==> src/rtl/jump_ctrl_pkg.sv <==
// Shared types for the jump controller: decoded jump operations and controller states.
package jump_ctrl_pkg;

    typedef enum logic [2:0] {
        NONE   = 3'd0,
        JUMP   = 3'd1,
        BRANCH = 3'd2,
        CALL   = 3'd3,
        RET    = 3'd4
    } op_t;

    typedef enum logic {
        RUN   = 1'b0,
        FAULT = 1'b1
    } state_t;

endpackage

==> src/rtl/ret_stack.sv <==
// Return-address LIFO with occupancy count, synchronous clear and async active-low reset.
module ret_stack #(
    parameter int unsigned D     = 12,
    parameter int unsigned DEPTH = 4
) (
    input  logic                       clk,
    input  logic                       reset,
    input  logic                       push,
    input  logic                       pop,
    input  logic                       clr,
    input  logic [D-1:0]               din,
    output logic [D-1:0]               top,
    output logic [$clog2(DEPTH):0]     count,
    output logic                       full,
    output logic                       empty
);
    localparam int unsigned AW = $clog2(DEPTH);
    localparam logic [AW-1:0] PtrOne  = 1;
    localparam logic [AW:0]   CntOne  = 1;
    localparam logic [AW:0]   FullCnt = (AW+1)'(DEPTH);

    logic [D-1:0]  mem_q [DEPTH];
    logic [AW:0]   cnt_q;
    logic [AW-1:0] wr_ptr;
    logic [AW-1:0] top_ptr;

    assign wr_ptr  = cnt_q[AW-1:0];
    assign top_ptr = wr_ptr - PtrOne;
    assign full    = (cnt_q == FullCnt);
    assign empty   = (cnt_q == '0);
    assign count   = cnt_q;
    assign top     = empty ? '0 : mem_q[top_ptr];

    always_ff @(posedge clk or negedge reset) begin
        if (!reset) begin
            cnt_q <= '0;
            for (int unsigned i = 0; i < DEPTH; i++) begin
                mem_q[i] <= '0;
            end
        end else if (clr) begin
            cnt_q <= '0;
        end else if (push && !full) begin
            mem_q[wr_ptr] <= din;
            cnt_q         <= cnt_q + CntOne;
        end else if (pop && !empty) begin
            cnt_q <= cnt_q - CntOne;
        end
    end

endmodule

==> src/rtl/jump_ctrl.sv <==
// Resolves decoded jump ops into PC absjump_en/target using a writable target LUT,
// a return-address stack, and a sticky FAULT state that redirects to the trap vector.
module jump_ctrl
    import jump_ctrl_pkg::*;
#(
    parameter int unsigned     D     = 12,
    parameter int unsigned     LUT_N = 16,
    parameter int unsigned     DEPTH = 4,
    parameter logic [D-1:0]    TRAP  = 12'hFF0
) (
    input  logic                       clk,
    input  logic                       reset,
    input  logic [D-1:0]               prog_ctr,
    input  logic [2:0]                 op,
    input  logic                       cond,
    input  logic [$clog2(LUT_N)-1:0]   lut_idx,
    input  logic                       lut_we,
    input  logic [$clog2(LUT_N)-1:0]   lut_waddr,
    input  logic [D-1:0]               lut_wdata,
    input  logic                       clear_fault,
    output logic                       absjump_en,
    output logic [D-1:0]               target,
    output logic [$clog2(DEPTH):0]     sp,
    output logic                       fault,
    output logic                       overflow,
    output logic                       underflow
);
    localparam logic [D-1:0] PcOne = 1;

    logic [D-1:0] lut_q [LUT_N];
    logic [D-1:0] lut_rd;
    state_t       state_q;
    logic         ovf_q, udf_q;

    logic         push, pop, clr;
    logic         full, empty;
    logic [D-1:0] stack_top;
    logic         jump_en;
    logic [D-1:0] jump_tgt;

    assign lut_rd = lut_q[lut_idx];

    always_ff @(posedge clk or negedge reset) begin
        if (!reset) begin
            for (int unsigned i = 0; i < LUT_N; i++) begin
                lut_q[i] <= '0;
            end
        end else if (lut_we) begin
            lut_q[lut_waddr] <= lut_wdata;
        end
    end

    always_comb begin
        push     = 1'b0;
        pop      = 1'b0;
        clr      = 1'b0;
        jump_en  = 1'b0;
        jump_tgt = '0;
        if (state_q == FAULT) begin
            jump_en  = 1'b1;
            jump_tgt = TRAP;
            clr      = clear_fault;
        end else begin
            // Undefined op codes fall through to the NONE behaviour.
            case (op)
                JUMP: begin
                    jump_en  = 1'b1;
                    jump_tgt = lut_rd;
                end
                BRANCH: begin
                    jump_en  = cond;
                    jump_tgt = cond ? lut_rd : '0;
                end
                CALL: begin
                    if (!full) begin
                        push     = 1'b1;
                        jump_en  = 1'b1;
                        jump_tgt = lut_rd;
                    end
                end
                RET: begin
                    if (!empty) begin
                        pop      = 1'b1;
                        jump_en  = 1'b1;
                        jump_tgt = stack_top;
                    end
                end
                default: ;
            endcase
        end
    end

    always_ff @(posedge clk or negedge reset) begin
        if (!reset) begin
            state_q <= RUN;
            ovf_q   <= 1'b0;
            udf_q   <= 1'b0;
        end else begin
            case (state_q)
                RUN: begin
                    if (op == CALL && full) begin
                        state_q <= FAULT;
                        ovf_q   <= 1'b1;
                    end else if (op == RET && empty) begin
                        state_q <= FAULT;
                        udf_q   <= 1'b1;
                    end
                end
                FAULT: begin
                    if (clear_fault) begin
                        state_q <= RUN;
                        ovf_q   <= 1'b0;
                        udf_q   <= 1'b0;
                    end
                end
                default: state_q <= RUN;
            endcase
        end
    end

    ret_stack #(
        .D     (D),
        .DEPTH (DEPTH)
    ) u_ret_stack (
        .clk   (clk),
        .reset (reset),
        .push  (push),
        .pop   (pop),
        .clr   (clr),
        .din   (prog_ctr + PcOne),
        .top   (stack_top),
        .count (sp),
        .full  (full),
        .empty (empty)
    );

    // Jump outputs are forced quiet while reset is held, independent of the clock.
    assign absjump_en = reset & jump_en;
    assign target     = reset ? jump_tgt : '0;
    assign fault      = (state_q == FAULT);
    assign overflow   = ovf_q;
    assign underflow  = udf_q;

endmodule

==> config.mk <==
export PLATFORM = sky130hd
export DESIGN_NAME = jump_ctrl
export DESIGN_NICKNAME = d
export VERILOG_FILES = /design/src/rtl/jump_ctrl_pkg.sv /design/src/rtl/ret_stack.sv /design/src/rtl/jump_ctrl.sv
export SDC_FILE = /design/constraint.sdc
export NUM_CORES = 1
export LEC_CHECK = 0
export ABC_AREA = 1
export BUFFER_PORTS_ARGS = -buffer_cell sky130_fd_sc_hd__buf_2
export CORE_ASPECT_RATIO = 1.1
export CORE_UTILIZATION = 45
export CTS_BUF_LIST = sky130_fd_sc_hd__clkbuf_8
export DETAILED_ROUTE_END_ITERATION = 10
export GPL_TIMING_DRIVEN = 0
export HOLD_SLACK_MARGIN = 0.12
export SLEW_MARGIN = 20
export SYNTH_ARGS = -nofsm -noshare
export SYNTH_HDL_FRONTEND = slang
export SYNTH_SLANG_ARGS = --single-unit
==> constraint.sdc <==
create_clock -name clk -period 3.1 [get_ports clk]
set_input_delay 0.62 -clock clk [delete_from_list [all_inputs] [get_ports clk]]
set_output_delay 0.62 -clock clk [all_outputs]
set_load 0.01 [all_outputs]
# After elaboration in Yosys (flattened, before gate mapping)
# Index checks and enable logic that the tools add are counted.
# word_totals
latch_bits	0
out_inout_bits	19
rom_bits	0
mem_count	0
ramBits	0
register_bits	246
input_bits	40
# op_classes
multipliers	0
n_div	0
n_mux	40
n_bitwise	7
magnitude_cmp	6
add_sub_neg	4
eq_ne	9
shifts	0
reduce_logical	13
# ops
operator	count
$bwmux 192	1
$mux 12	11
$bmux 12 s4	1
$bwmux 48	1
$demux 12 s4	1
$pmux 12 s4	1
$bmux 12 s2	1
$demux 12 s2	1
$mux 1	15
$add 12x1->12 const B	1
$ge 5x5->1 const B	2
$not 4->5	2
$mux 3	3
$ne 2x2->1 const B	4
$eq 3x2->1 const B	2
$eq 3x3->1 const B	2
$ge 3x3->1 const B	2
$logic_and 1x1->1	6
$not 2->3	2
$pmux 1 s2	3
$lt 5x1->1 const B	1
$pmux 1 s4	1
$reduce_and 2->1	2
$add 3x1->3 const B	1
other kinds (10)	12

# Logic depth before layout (Yosys ltp)
# Gate-level depths: netlist of the first run.
# depth
depth_word	9
mapped_depth	13

# Cells and area by module
# Synthesis of the first run repeated with hierarchy kept, for this count alone.
# hier_totals
hier_cells	1629
hier_area_um2	12438.2
# by_module_without_submodules
mod	cells_each	instances	area_each_um2	seq_area_each_um2
jump_ctrl	1313	1	9741.8	4879.7
ret_stack	316	1	2696.3	1276.2

# Least setup slack after synthesis of the first run
# Ideal clock, no wire load.
# synth_timing
kind	reg2out
from	register u_ret_stack.cnt_q[0] (netlist: u_ret_stack.count[0])
to	output port target[0]
arrival_ns	2.031
path_stages_with_launch	10
required_ns	2.480
path_buffers	2
slack_ns	0.449
path_cell_list	dfrtp_1 -> inv_2 -> buf_2 -> ha_1 -> inv_1 -> clkbuf_1 -> o21ai_0 -> o22ai_1 -> nand2_1 -> a21oi_1
# synth_between
elab_chain_cells	9
word_cells_on_any_way	12
cone_classes	1 x add/sub; 1 x eq/ne; 8 x mux; 1 x bitwise; 1 x reduce/logical
# synth_rtl
element	line	rtl
from (decl)	ret_stack.sv:23	logic [AW:0] cnt_q;
from (signal assigned)	ret_stack.sv:44	cnt_q <= cnt_q + CntOne;
from (signal assigned)	ret_stack.sv:46	cnt_q <= cnt_q - CntOne;
$sub 2x1->2	ret_stack.sv:28	assign top_ptr = wr_ptr - PtrOne;
$not 2->3 (implied by the code)	ret_stack.sv:32	assign top = empty ? '0 : mem_q[top_ptr];
$bmux 12 s2	ret_stack.sv:32	
$mux 12 (implied by the code) (2 in series)	ret_stack.sv:32	
$mux 12	jump_ctrl.sv:82	if (!empty) begin
$pmux 12 s4 (*)	jump_ctrl.sv:65	case (op)
$mux 12 (*)	jump_ctrl.sv:59	if (state_q == FAULT) begin
$mux 12 (*)	jump_ctrl.sv:139	assign target = reset ? jump_tgt : '0;
to (decl)	jump_ctrl.sv:22	output logic [D-1:0] target,
# Every way passes the cells marked *; elsewhere a longest branch is shown, timed or not. The select of a mux whose other input is x is not followed.

# Final worst setup path of the first run
# layout_timing
from	input port lut_idx[2]
to	output port target[10]
# layout_between
elab_chain_cells	8
word_cells_on_any_way	9
cone_classes	8 x mux; 1 x bitwise
# layout_rtl
element	line	rtl
from (decl)	jump_ctrl.sv:16	input logic [$clog2(LUT_N)-1:0] lut_idx,
$not 4->5 (implied by the code) (*)	jump_ctrl.sv:41	assign lut_rd = lut_q[lut_idx];
$bmux 12 s4 (*)	jump_ctrl.sv:41	
$mux 12 (implied by the code) (*) (2 in series)	jump_ctrl.sv:41	
$mux 12 (on tied branches)	jump_ctrl.sv:75, jump_ctrl.sv:72	
$pmux 12 s4 (*)	jump_ctrl.sv:65	
$mux 12 (*)	jump_ctrl.sv:59	
$mux 12 (*)	jump_ctrl.sv:139	
# Marks and branches as above.

==> flow_metrics.tcl, run 1 <==
set metrics [dict create \
    cp-end-kind "output port" \
    seqCellArea_sq_um 6158 \
    finalPower_mw 10.11 \
    worst-setup-path-type "in2out" \
    yosys_warnings 0 \
    yosysUniqueCellTypes 33 \
    vias_per_cell 5.260 \
    detail_route.first_pass.iterations 5 \
    clock-root-buffer "clkbuf_8" \
    grt_first_pass_wirelength_microns 60540 \
    initial_core_util_pct 46.07 \
    h-tree-depth 2 \
    nets 1721 \
    area_growth_pct 16.03 \
    io_pins 59 \
    clockBufferDepth 3 \
    die_h_microns 173.8 \
    ant_nets 0 \
    grt_busiest_layer "met2" \
    cts_buffers 43 \
    clkSinkCount 246 \
    status "finished, final reports clean" \
    synth_area_leader_cell "dfrtp_1" \
    use_met3_pct 3.625 \
    portBuffers 55 \
    slew_viol_final 0 \
    yosysSeqAreaShare_pct 50.96 \
    maxCapViolCount 0 \
    synthTopCellsByCount "nand2_1, dfrtp_1, o21ai_0" \
    start_kind "input port" \
    grt_max_degree 60 \
    grt_pass1_vias 10520 \
    p_leak_nw 7.108 \
    clk_latency_ns 0.57 \
    synth_area_leaders "dfrtp_1, nand2_1, o21ai_0, nand3_1, inv_1" \
    multi_input_area_sq_um 4928 \
    synth_edf_count 0 \
    syn-num-nets 1609 \
    row_count 62 \
    dieWidth_microns 158.2 \
    fillerInstances 2678 \
    holdCritPathClass "in2async" \
    wl_microns 38680 \
    crit_required_ns 2.48 \
    wl_per_cell_microns 18.79 \
    yosysMostFrequentCell "nand2_1" \
    finClkSkew_ns 0.02466 \
    arrival_ns 2.41 \
    gp_congestion 0.8958 \
    die-area_sq_um 27500 \
    fmax_mhz 330.3 \
    fin_util_pct 53.45 \
    vdd_drop_max_v 0.0004761 \
    path_clk_slew_ns 0.06 \
    reg2reg_from "u_ret_stack.count[0]$_DFFE_PN0P_" \
    yosysTopAreaCellShare_pct 50.96 \
    critPathLaunch "lut_idx[2]" \
    drt-initial-drc-count 920 \
    overflow 0 \
    min_period_over_period_pct 97.67 \
    finalSetupViolCount 0 \
    drc 0 \
    met1_usage_pct 39.11 \
    layout-drive-gt1-share_pct 13.36 \
    crit_fanout 10 \
    period_minus_slack_ns 3.028 \
    ys.flop_type "dfrtp_1" \
    yosys_register_bits 246 \
    syn_avg_cell_area_sq_um 7.728 \
    core_area_sq_um 26220 \
    slew-limit-headroom_pct 44.97 \
    worst_pin_slew_ns 0.8255 \
    dp_hpwl_microns 26620 \
    netlist_area_sq_um 12080 \
    synthArstFlopShare_pct 100.0 \
    synthCells 1563 \
    num_antenna_cells 0 \
    grt_util_all_layers_pct 29.33 \
    grt_use_met2_pct 47.77 \
    hold_violations 0 \
    antenna_found_initial 0 \
    powerDensity_nw_per_um2 721.1 \
    num_vias 10830 \
    cts_tree "yes" \
]
final cells by class:
class	instances	share of cell area [%]
multi-input cells	1078	35.16
repair buffers	67	3.946
plain buffers	95	3.731
flip-flops and latches	246	43.94
clock inverters	22	0.6963
clock buffers	55	5.401
inverters	144	3.981
well taps	352	3.142
flip-flops by register name (all words and copies together) (netlist names):
register           cells
lut_q                192
u_ret_stack.mem_q     48
u_ret_stack.count      3
fault                  1
overflow               1
underflow              1
report_power, final:
part	internal, mW	leakage, nW	total [mW]	switching (mW)
sequential	4.06	3.08	4.48	0.422
clock	1.59	0.493	2.97	1.38
combinational	1.03	3.53	2.66	1.63
logic make-up after synthesis:
family	share of synthesized area [%]
and+or+nand+nor	25.71
AOI/OAI and AO/OA	12.97
DFF	50.96
buffers and inverters	8.618
xor gates and xnor gates	1.057
adders and majority gates	0.6837
final timing paths:
| path | endpoint | slack, ns | cells after the start |
|---|---|---|---|
| worst min register to register | u_ret_stack.mem_q[40]$_DFFE_PN0P_ | 0.47 | 2 |
| worst max-delay path | target[10] | 0.07 | 10 |
| max in group asynchronous | lut_q[65]$_DFFE_PN0P_ | 2.40 | 3 |
| worst min-delay path | lut_q[102]$_DFFE_PN0P_ | 0.15 | 3 |
| min in group clk | lut_q[116]$_DFFE_PN0P_ | 0.30 | 3 |
| worst max register to register | u_ret_stack.count[2]$_DFFE_PN0P_ | 1.05 | 11 |
per-stage QoR:
stage / instances / instance area [sq um] / hold WS (ns) / setup TNS (ns) / setup slack (ns)
after floorplan: 1563 / 12080 / 0.3244 / 0 / 0.4488
after global placement: 1970 / 12790 / 0.4489 / -843.13 / -4.416
after detailed placement: 1972 / 12860 / 0.4535 / -5.196 / -0.5812
after CTS: 2059 / 13980 / 0.1472 / 0 / 0.01331
after global routing: 2059 / 14020 / 0.1575 / -0.006937 / -0.006937
final: 2059 / 14020 / 0.1487 / 0 / 0.07214
placed cells by master, fill, tap and decap left out, drive strengths merged:
cell      Yosys  layout
bufbuf        0       3
a22o          1       1
ha            5       5
clkinv        2       5
buf          56     121
clkbuf       39      93
clkinvlp      0       3
dfrtp       246     246
nor3          7       7
nor2         42      42
fa            1       1
a21oi        30      30
o211ai       13      13
nand3       139     139
nand2       567     567
inv         142     158
o21ai       258     258
o22ai         3       3
xor2         10      10
xnor2         2       2
timing repair:
| action | in CTS | in global routing |
|---|---|---|
| gates resized for setup | 21 | 17 |
| hold endpoints to repair | 59 | 0 |
| setup endpoints to repair | 13 | 11 |
| cloned | 3 | 0 |
| pin swaps | 2 | 3 |
| hold buffers | 3 | 0 |
| setup buffers | 4 | 0 |
worst max-delay path, cell delays in order:
cell and delay, ns:
buf_2 0.20, buf_1 0.65, nand3_1 0.18, nand3_1 0.16
nand2_1 0.13, nand2_2 0.11, nand2_1 0.05, nand2_1 0.05
nand2_1 0.07, buf_2 0.16
routing by layer:
layer  vias to the layer above  part of all wire [%]
li1                       5212                     -
met1                      5153                    42
met2                       366                    48
met3                        99                   5.5
met4                         0                   4.1
met5                         -                     0
No activity file was read; power rests on OpenSTA's default activity.
==> run 2, diff against run 1 <==
--- a/config.mk
+++ b/config.mk
@@ -8,11 +8,12 @@
 export ABC_AREA = 1
 export BUFFER_PORTS_ARGS = -buffer_cell sky130_fd_sc_hd__buf_2
 export CORE_ASPECT_RATIO = 1.1
-export CORE_UTILIZATION = 45
+export CORE_UTILIZATION = 55
 export CTS_BUF_LIST = sky130_fd_sc_hd__clkbuf_8
 export DETAILED_ROUTE_END_ITERATION = 10
 export GPL_TIMING_DRIVEN = 0
 export HOLD_SLACK_MARGIN = 0.12
+export PLACE_DENSITY = 0.73
 export SLEW_MARGIN = 20
 export SYNTH_ARGS = -nofsm -noshare
 export SYNTH_HDL_FRONTEND = slang
==> flow_metrics.tcl, run 2 (same netlist as run 1, synthesis figures left out) <==
set metrics [dict create \
    status "finished, final reports clean" \
    drc 0 \
    cp-end-kind "output port" \
    p_comb_share_pct 26.5 \
    drt-initial-drc-count 968 \
    overflow 0 \
    row_count 56 \
    clk_latency_ns 0.57 \
    crit_end "target[11]" \
    h-tree-depth 2 \
    reg2reg_from "u_ret_stack.count[0]$_DFFE_PN0P_" \
    grt_first_pass_wirelength_microns 58290 \
    clkPwrFrac_pct 29.0 \
    wl_microns 37260 \
    final_cell_mix "nand2_1, dfrtp_1, o21ai_0" \
    swShare_pct 34.24 \
    nets 1721 \
    detail_route.first_pass.iterations 5 \
    critPathTopFamily "buffers and inverters" \
    clock-root-buffer "clkbuf_8" \
    portBuffers 55 \
    cts_tree "yes" \
    grt_setup_unrepaired "true" \
    dp_hpwl_microns 25320 \
    r2r_slack_ns 1.01 \
    p_int_mw 6.640 \
    antenna_found_initial 0 \
    hold_violations 0 \
    slew-limit-headroom_pct 46.11 \
    start_kind "flop" \
    crit_fanout 11 \
    path_cells "inv_4, buf_6, ha_4, inv_2, buf_8, o21ai_0, o22ai_1, nand2_1, nand2_1, nand2_1, nand2_1, buf_2" \
    slowest_stage "dfrtp_2" \
    place_ws_ns -0.3280 \
    dieWidth_microns 143.3 \
    powerDensity_nw_per_um2 730.0 \
    num_vias 11150 \
    grt_max_degree 90 \
    final_common_cell "nand2_1" \
    reg2regPathDepth 11 \
    rr_endpoint "u_ret_stack.count[2]$_DFFE_PN0P_" \
    layout-drive-gt1-share_pct 13.15 \
    crit_top_cell "nand2_1" \
    tns_ns 0 \
    vias_per_cell 5.591 \
    io_pins 59 \
    worst_pin_slew_ns 0.8083 \
    cts_buffers 43 \
    area_growth_pct 14.53 \
    finClkSkew_ns 0.02174 \
    largest_register "lut_q" \
    max_stage_delay_ns 0.45 \
    finalSetupViolCount 0 \
    wl_per_cell_microns 18.69 \
    die_h_microns 157.4 \
    slew_viol_final 0 \
    holdCritPathClass "in2reg" \
    vdd_drop_max_v 0.0005238 \
    timing.critical_path.buf_inv 5 \
    ant_nets 0 \
    critPathLaunch "u_ret_stack.count[0]$_DFFE_PN0P_" \
    clockBufferDepth 3 \
    power_frac_seq_pct 44.5 \
    min_period_over_period_pct 98.05 \
    path_clk_slew_ns 0.06 \
    crit_cells 12 \
    fillerInstances 1935 \
    num_antenna_cells 0 \
    core_area_sq_um 21440 \
    crit_required_ns 2.48 \
    fmax_mhz 329.0 \
    die-area_sq_um 22560 \
    p_leak_nw 7.054 \
    maxCapViolCount 0 \
    initial_core_util_pct 56.34 \
    period_minus_slack_ns 3.039 \
    layout_setup_ws_ns 0.06051 \
    worst-setup-path-type "reg2out" \
    power.switching_mw 3.458 \
    arrival_ns 2.42 \
    grt_pass1_vias 10650 \
    grt_util_all_layers_pct 34.61 \
    gp_congestion 0.9688 \
    clkSinkCount 246 \
    largest_reg_flops 192 \
]
[run 2: cell types whose count changed in the layout (fill, tap and decap cells not counted), moves of 2 or more]
cell	delta
buf_2	+2
clkbuf_8	-2
nand2_1	+3
inv_1	-3
bufbuf_16	-2
nand2_2	-3
[run 2: repair_timing]
action                     4_1_cts  5_1_grt
buffers inserted                 3        3
setup endpoints to repair       13       13
hold endpoints to repair        89        0
pin swaps                        2        8
cloned                           1        0
resized for setup               17       13
hold buffers                     3        0
[run 2: power by group through the flow]
stage	clock network, mW	logic, mW	registers [mW]
after floorplan	0	1.71	4.43
after global placement	0	2.35	4.51
after detailed placement	0	2.42	4.53
after CTS	2.94	2.58	4.48
after global routing	3.06	3.03	4.58
final	2.93	2.68	4.50
[run 2: worst min-delay path by stage]
stage,start,endpoint,slack (ns),cells after the start
final,lut_wdata[2],lut_q[110]$_DFFE_PN0P_,0.28,3
after global placement,u_ret_stack.mem_q[43]$_DFFE_PN0P_,u_ret_stack.mem_q[43]$_DFFE_PN0P_,0.45,2
after global routing,lut_wdata[1],lut_q[13]$_DFFE_PN0P_,0.32,3
after CTS,lut_wdata[1],lut_q[109]$_DFFE_PN0P_,0.28,3
after floorplan,reset,fault$_DFF_PN0_,0.32,0
after detailed placement,u_ret_stack.mem_q[43]$_DFFE_PN0P_,u_ret_stack.mem_q[43]$_DFFE_PN0P_,0.45,2
[run 2: cell type report]
cell class	instances	area (sq um)	share of cell area, %
repair buffers	67	488.0	3.527
flip-flops and latches	246	6158	44.51
plain buffers	95	516.7	3.735
inverters	144	558.0	4.034
clock buffers	54	743.2	5.372
clock inverters	20	91.34	0.6602
well taps	290	362.8	2.623
multi-input cells	1078	4916	35.53
[run 2: through the flow]
stage	area (sq um)	power (mW)	hold slack, ns	cells	utilization [%]
3_5_place_dp	12780	6.955	0.4540	1910	59.62
4_1_cts	13790	9.999	0.2825	1991	64.33
2_1_floorplan	12080	6.138	0.3244	1563	-
5_1_grt	13830	10.67	0.3217	1994	64.53
3_3_place_gp	12720	6.857	0.4481	1908	59.31
6_report	13830	10.10	0.2842	1994	64.53
[run 2: metal layers]
layer  global-route usage [%]  vias to the layer above  routed length (microns)
met5                        0                        -                        0
met4                    19.76                        0                     2098
met3                    5.993                      134                     2996
met2                    56.52                      544                    17600
met1                    43.52                     5261                    14570
li1                         -                     5210                        -
[run 2: worst register-to-register path: stages, from the launching register on]
cell and delay, ns:
dfrtp_2 0.42, inv_4 0.05, buf_6 0.14, ha_4 0.16, nand2_1 0.11, nand2_2 0.09
inv_2 0.08, nand2_4 0.07, fa_1 0.39, xnor2_1 0.20, xor2_1 0.16, o21ai_0 0.08
